### src/rtl/alu_seq_pkg.sv
// Shared constants and FSM encoding for the ALU command sequencer.
package alu_seq_pkg;
  localparam int DATA_W_D = 8;
  localparam int OP_W_D   = 3;
  localparam int ADDR_W_D = 3;
  localparam int CNT_W_D  = 4;

  localparam logic [2:0] OP_ADD  = 3'd0;
  localparam logic [2:0] OP_SUB  = 3'd1;
  localparam logic [2:0] OP_NOT  = 3'd2;
  localparam logic [2:0] OP_NAND = 3'd3;
  localparam logic [2:0] OP_NOR  = 3'd4;
  localparam logic [2:0] OP_AND  = 3'd5;
  localparam logic [2:0] OP_OR   = 3'd6;
  localparam logic [2:0] OP_XOR  = 3'd7;

  typedef enum logic [1:0] {IDLE, ISSUE, WAIT, WB} seq_state_t;
endpackage

### src/rtl/alu_seq_regfile.sv
// Local operand register file: one sync write port, three async read ports, sync clear.
module alu_seq_regfile
  import alu_seq_pkg::*;
#(
  parameter int DATA_W = DATA_W_D,
  parameter int ADDR_W = ADDR_W_D
) (
  input  logic              clk,
  input  logic              rst,
  input  logic              i_we,
  input  logic [ADDR_W-1:0] i_waddr,
  input  logic [DATA_W-1:0] i_wdata,
  input  logic [ADDR_W-1:0] i_ra_addr,
  output logic [DATA_W-1:0] o_ra_data,
  input  logic [ADDR_W-1:0] i_rb_addr,
  output logic [DATA_W-1:0] o_rb_data,
  input  logic [ADDR_W-1:0] i_rh_addr,
  output logic [DATA_W-1:0] o_rh_data
);
  localparam int DEPTH = 2**ADDR_W;

  logic [DATA_W-1:0] r_mem [DEPTH];

  always_ff @(posedge clk) begin
    if (rst) begin
      for (int i = 0; i < DEPTH; i++) r_mem[i] <= '0;
    end else if (i_we) begin
      r_mem[i_waddr] <= i_wdata;
    end
  end

  assign o_ra_data = r_mem[i_ra_addr];
  assign o_rb_data = r_mem[i_rb_addr];
  assign o_rh_data = r_mem[i_rh_addr];
endmodule

### src/rtl/alu_sequencer.sv
// Command-driven initiator for the registered ALU: snapshot operands, issue,
// wait out the ALU latency, chain repeats, write back the final result.
module alu_sequencer
  import alu_seq_pkg::*;
#(
  parameter int DATA_W      = DATA_W_D,
  parameter int OP_W        = OP_W_D,
  parameter int ADDR_W      = ADDR_W_D,
  parameter int CNT_W       = CNT_W_D,
  parameter int ALU_LATENCY = 1
) (
  input  logic              clk,
  input  logic              rst,
  input  logic              in_cmd_valid,
  output logic              out_cmd_ready,
  input  logic [OP_W-1:0]   in_cmd_op,
  input  logic [ADDR_W-1:0] in_cmd_src_a,
  input  logic [ADDR_W-1:0] in_cmd_src_b,
  input  logic [ADDR_W-1:0] in_cmd_dst,
  input  logic [CNT_W-1:0]  in_cmd_count,
  input  logic              in_wr_en,
  input  logic [ADDR_W-1:0] in_wr_addr,
  input  logic [DATA_W-1:0] in_wr_data,
  input  logic [ADDR_W-1:0] in_rd_addr,
  output logic [DATA_W-1:0] out_rd_data,
  output logic [DATA_W-1:0] out_alu_a,
  output logic [DATA_W-1:0] out_alu_b,
  output logic [OP_W-1:0]   out_alu_op,
  input  logic [DATA_W-1:0] in_alu_data,
  output logic              out_busy,
  output logic              out_done,
  output logic              out_zero
);
  // WAIT counts 0..ALU_LATENCY-2; width kept at least one bit for latency 1.
  localparam int WCW = (ALU_LATENCY > 2) ? $clog2(ALU_LATENCY - 1) : 1;
  localparam logic [WCW-1:0] WAIT_LAST = WCW'((ALU_LATENCY > 1) ? ALU_LATENCY - 2 : 0);

  seq_state_t        r_state, w_next;
  logic [DATA_W-1:0] r_a, r_b;
  logic [OP_W-1:0]   r_op;
  logic [ADDR_W-1:0] r_dst;
  logic [CNT_W-1:0]  r_rem;
  logic [WCW-1:0]    r_wcnt;
  logic              r_done, r_zero;

  logic              w_accept, w_last, w_wb_wr, w_host_wr, w_we;
  logic [ADDR_W-1:0] w_waddr;
  logic [DATA_W-1:0] w_wdata, w_snap_a, w_snap_b;

  assign out_cmd_ready = (r_state == IDLE) && !rst;
  assign out_busy      = (r_state != IDLE);
  assign w_accept      = in_cmd_valid && out_cmd_ready;
  assign w_last        = (r_rem == CNT_W'(1));

  // Only the final pass of a chain reaches the register file; host writes
  // are locked out for the whole command, so the two never collide.
  assign w_wb_wr   = (r_state == WB) && w_last;
  assign w_host_wr = in_wr_en && !out_busy;
  assign w_we      = w_wb_wr || w_host_wr;
  assign w_waddr   = w_wb_wr ? r_dst : in_wr_addr;
  assign w_wdata   = w_wb_wr ? in_alu_data : in_wr_data;

  alu_seq_regfile #(.DATA_W(DATA_W), .ADDR_W(ADDR_W)) u_rf (
    .clk       (clk),
    .rst       (rst),
    .i_we      (w_we),
    .i_waddr   (w_waddr),
    .i_wdata   (w_wdata),
    .i_ra_addr (in_cmd_src_a),
    .o_ra_data (w_snap_a),
    .i_rb_addr (in_cmd_src_b),
    .o_rb_data (w_snap_b),
    .i_rh_addr (in_rd_addr),
    .o_rh_data (out_rd_data)
  );

  always_ff @(posedge clk) begin
    if (rst) r_state <= IDLE;
    else     r_state <= w_next;
  end

  always_comb begin
    w_next = r_state;
    case (r_state)
      IDLE:    if (w_accept) w_next = ISSUE;
      ISSUE:   w_next = (ALU_LATENCY > 1) ? WAIT : WB;
      WAIT:    if (r_wcnt == WAIT_LAST) w_next = WB;
      WB:      w_next = w_last ? IDLE : ISSUE;
      default: w_next = IDLE;
    endcase
  end

  always_ff @(posedge clk) begin
    if (rst) begin
      r_a    <= '0;
      r_b    <= '0;
      r_op   <= '0;
      r_dst  <= '0;
      r_rem  <= '0;
      r_wcnt <= '0;
      r_done <= 1'b0;
      r_zero <= 1'b0;
    end else begin
      r_done <= 1'b0;
      if (w_accept) begin
        r_a   <= w_snap_a;
        r_b   <= w_snap_b;
        r_op  <= in_cmd_op;
        r_dst <= in_cmd_dst;
        r_rem <= (in_cmd_count == '0) ? CNT_W'(1) : in_cmd_count;
      end
      if (r_state == ISSUE)     r_wcnt <= '0;
      else if (r_state == WAIT) r_wcnt <= r_wcnt + 1'b1;
      if (r_state == WB) begin
        if (!w_last) begin
          r_a   <= in_alu_data;
          r_rem <= r_rem - 1'b1;
        end else begin
          r_zero <= (in_alu_data == '0);
          r_done <= 1'b1;
        end
      end
    end
  end

  assign out_alu_a  = r_a;
  assign out_alu_b  = r_b;
  assign out_alu_op = r_op;
  assign out_done   = r_done;
  assign out_zero   = r_zero;
endmodule

### config.mk
export PLATFORM = sky130hd
export DESIGN_NAME = alu_sequencer
export DESIGN_NICKNAME = d
export VERILOG_FILES = /design/src/rtl/alu_seq_pkg.sv /design/src/rtl/alu_seq_regfile.sv /design/src/rtl/alu_sequencer.sv
export SDC_FILE = /design/constraint.sdc
export NUM_CORES = 1
export LEC_CHECK = 0
export BUFFER_PORTS_ARGS = -buffer_cell sky130_fd_sc_hd__buf_2
export CAP_MARGIN = 30
export CORE_AREA = 2 2 107 109
export CTS_BUF_LIST = sky130_fd_sc_hd__clkbuf_2
export DETAILED_ROUTE_END_ITERATION = 12
export DIE_AREA = 0 0 109 111
export PLACE_DENSITY = 0.67
export SLEW_MARGIN = 15
export SYNTH_ARGS = -nofsm -noshare
export SYNTH_HDL_FRONTEND = slang
export SYNTH_SLANG_ARGS = --single-unit
### constraint.sdc
create_clock -name clk -period 2.2 [get_ports clk]
set_input_delay 0.22 -clock clk [delete_from_list [all_inputs] [get_ports clk]]
set_output_delay 0.22 -clock clk [all_outputs]
set_load 0.02 [all_outputs]
==> results.yml <==
outcome:
  outcome: "finished with violations"
  violated_checks: "setup timing"
power_and_ir_drop:
  peakVddDrop_mv: 0.373
  power.density_nw_per_um2: 716
  total_leakage_power_nw: 2.72
setup_path:
  worst_path_dominant_cell_family: "multiplexers"
  end_kind: "output pin"
  cp_cell_sequence: "mux4_2 -> mux2_4 -> buf_6"
  worst-r2r-cell-count: 8
  crit_type: "register to output pin"
  critical_path.startpoint_type: "register"
  worst_ep_required_time_ns: 1.98
  worst_ep_arrival_time_ns: 2.05
  worst-path-buf-inv: 1
  worst-path-max-fanout: 2
  critPathMaxStageDelay_ns: 0.52
  critical_path.slowest_cell: "sky130_fd_sc_hd__mux4_2"
  crit_cells: 3
layout:
  num-nets-final: 574
  post_layout_nonfiller_instances: 674
  fraction_of_layout_instances_using_a_drive_strength_above_1_pct: 38.5
  most_common_cell_after_layout_fill_and_taps_aside: "sky130_fd_sc_hd__nor2_1"
  syn_to_final_growth_pct: 21.2
  most_used_cells_in_the_layout_excluding_fill_and_tap_cells: "sky130_fd_sc_hd__nor2_1 (79), sky130_fd_sc_hd__buf_2 (64), sky130_fd_sc_hd__edfxtp_1 (64)"
sta:
  final_ws_setup_ns: -0.0682
  holdWs_ns: 0.0874
  setup-violations-final: 7
  skew_ns: 0.0326
  finalWorstPathRequiredPeriod_ns: 2.27
  finalMaxSlewViolations: 0
  tightestPinTransition_ns: 0.472
  report.final.hold_viol_count: 0
  rsz_0062_raised_after_global_routing: "true"
  timing.slew.headroom_pct: 68.4
  min_period_over_period_pct: 103
  clock.fmax_mhz: 441
clocking:
  clk-insertion-delay-late_ns: 0.60
  clkSinkCount: 95
  clock-root-buffer: "sky130_fd_sc_hd__clkbuf_2"
  cts_inserted_buffers: 9
  cts_h_tree_lvls: 3
  clock_edge_transition_at_the_registers_on_the_reported_setup_and_hold_paths_ns: 0.33
  cts_tree: "done"
  ctsLongestPathBuffers: 2
synthesis:
  synth_compound_area_share_pct: 8.49
  synth_top_cells_by_area: "sky130_fd_sc_hd__edfxtp_1 (36%), sky130_fd_sc_hd__mux4_2 (20%), sky130_fd_sc_hd__dfxtp_1 (12%)"
  synthSimpleGateAreaFrac_pct: 13.9
  synth_adder_area_share_pct: 1.62
  netlist.area_leader.share_pct: 35.6
  postSynthAreaPerCell_sq_um: 13.2
  synth_top_family_by_area: "multiplexers"
  synth.mux.area_fraction_pct: 24.9
  post_synth_xor_area_fraction_pct: 0.325
  post_synth_instance_area_sq_um: 5390
  synth_area_leader_cell: "sky130_fd_sc_hd__edfxtp_1"
  synth_flop_cell: "sky130_fd_sc_hd__edfxtp_1"
  synth_edf_count: 64
  synthesis.yosys.warnings: 0
  yosys_register_bits: 95
  synth-seq-area-share_pct: 47.1
  post_synth_net_total: 456
  synthArstFlopShare_pct: 0
  ys_types: 44
  syn_inst: 407
place:
  gp_congestion: 0.805
  dp.cells: 626
  io_buffers: 72
  placement.setup.worst_slack_ns: 0.102
  hpwlAfterDp_mm: 10.1
route:
  drtPass1Iterations: 5
  detailroute.via_count: 4014
  route.detailed.wl_per_inst_um: 20.3
  starting_drc_count_in_detailed_routing: 326
  route.antenna.remaining_nets: 0
  routed_via_density: 5.96
  drc_errors: 0
  wl_mm: 13.7
hold_path:
  number_of_instances_on_the_worst_hold_path: 3
  hp-class: "primary input to register"
floorplan:
  io_pins: 73
  chipHeight_um: 111
  die_width_um: 109
  starting_utilization_of_the_core_area_pct: 48.7
  fp.dieArea_sq_um: 12100
  placeableCoreArea_sq_um: 11100
  placementRows: 39
grt:
  grt_start_max_net_pins: 37
  grt_first_pass_wirelength_mm: 22.1
  track_usage_pct: 23.9
  antenna_found_initial: 1
  first_global_vias: 4196
  grt.overflow.total: 0
job:
  max_cap_violations: 0
## metrics by stage
step	total power, mW	setup TNS [ns]	utilization (%)	cell area [sq um]
after floorplan	3.22	0	-	5390
after global placement	3.61	0	54.3	6010
after detailed placement	3.66	0	54.3	6020
after CTS	4.67	-0.556	58.4	6470
after global routing	4.91	-0.930	59.0	6540
final	4.68	-0.265	59.0	6540
## report_power, final
group	switching [mW]	internal, mW
logic	0.778	0.699
registers	0.157	2.11
clock network	0.722	0.218
total	1.66	3.02
## path summary, 6_finish.rpt
| check | slack, ns | endpoint | from |
|---|---|---|---|
| hold / removal | 0.09 | r_dst[2] | rst |
| hold reg to reg | 0.48 | out_zero | out_zero |
| setup / recovery | -0.07 | out_rd_data[0] | u_rf.r_mem[3][0] |
| setup reg to reg | 0.13 | r_dst[1] | r_state[0] |
## worst register-to-register path, cell delays in order, from the launching register on
cell	delay, ns
sky130_fd_sc_hd__dfxtp_1	0.46
sky130_fd_sc_hd__inv_1	0.10
sky130_fd_sc_hd__ha_1	0.22
sky130_fd_sc_hd__buf_4	0.15
sky130_fd_sc_hd__and3b_1	0.19
sky130_fd_sc_hd__buf_6	0.19
sky130_fd_sc_hd__nand2_1	0.11
sky130_fd_sc_hd__nand2_1	0.05
sky130_fd_sc_hd__dlygate4sd3_1	0.55
## routing by layer
metal	up-vias	GRT usage, %	routed length [um]
met5	-	0	0
met4	0	8.63	174
met3	13	4.17	866
met2	173	38.6	6710
met1	2029	32.5	5940
li1	1799	-	-
## synth_stat cells (2+ instances only)
cell                       instances
sky130_fd_sc_hd__buf_1             3
sky130_fd_sc_hd__nor3b_1          10
sky130_fd_sc_hd__o21ai_0           3
sky130_fd_sc_hd__nor4_1            3
sky130_fd_sc_hd__nand2_1          24
sky130_fd_sc_hd__a211oi_1          2
sky130_fd_sc_hd__a211o_1           8
sky130_fd_sc_hd__a311oi_1          2
sky130_fd_sc_hd__buf_2            12
sky130_fd_sc_hd__buf_6             5
sky130_fd_sc_hd__clkbuf_1          6
sky130_fd_sc_hd__nand3b_1          6
sky130_fd_sc_hd__mux2_2            8
sky130_fd_sc_hd__nor3_1            3
sky130_fd_sc_hd__dfxtp_1          31
sky130_fd_sc_hd__a32oi_4           2
sky130_fd_sc_hd__ha_1              7
sky130_fd_sc_hd__a221o_1           8
sky130_fd_sc_hd__edfxtp_1         64
sky130_fd_sc_hd__and2_1            2
sky130_fd_sc_hd__nor2_1           79
sky130_fd_sc_hd__nand2b_1         10
sky130_fd_sc_hd__mux4_2           48
sky130_fd_sc_hd__inv_1             5
sky130_fd_sc_hd__nor2b_1           6
sky130_fd_sc_hd__a21oi_1          11
sky130_fd_sc_hd__mux2i_1          17
sky130_fd_sc_hd__a22oi_4           6
## logic make-up (layout without fill, tap and decap cells)
kind of cell,count (synthesis),count (layout)
mux,73,73
simple gates,152,152
other cells,0,1
flops,95,95
compound gates,45,45
buf+inv,33,156
fa+ha+maj,7,7
xor+xnor,2,2
## flip-flops by register name, summed over array words and instances (netlist names)
name	cells
out_alu_a	8
out_alu_b	8
out_alu_op	3
out_done	1
out_zero	1
r_dst	3
r_rem	4
r_state	2
r_wcnt	1
u_rf.r_mem	64
## layout make-up
| class | instances | area (sq um) |
|---|---|---|
| Clock buffer | 9 | 45.0 |
| Antenna cell | 1 | 2.50 |
| Clock inverter | 7 | 91.3 |
| Timing Repair Buffer | 135 | 965 |
| Multi-Input combinational cell | 279 | 2690 |
| Sequential cell | 95 | 2540 |
| Tap cell | 143 | 179 |
| Inverter | 5 | 18.8 |
| Fill cell | 900 | 4540 |
## what timing repair did
action | CTS | global route
hold buffers | 21 | 0
endpoints found under the hold margin | 19 | 0
resized for setup | 19 | 11
cloned | 0 | 0
pin swaps | 0 | 1
setup endpoints to repair | 8 | 45
buffers inserted | 5 | 5
Power figures use the tool's default switching activity.
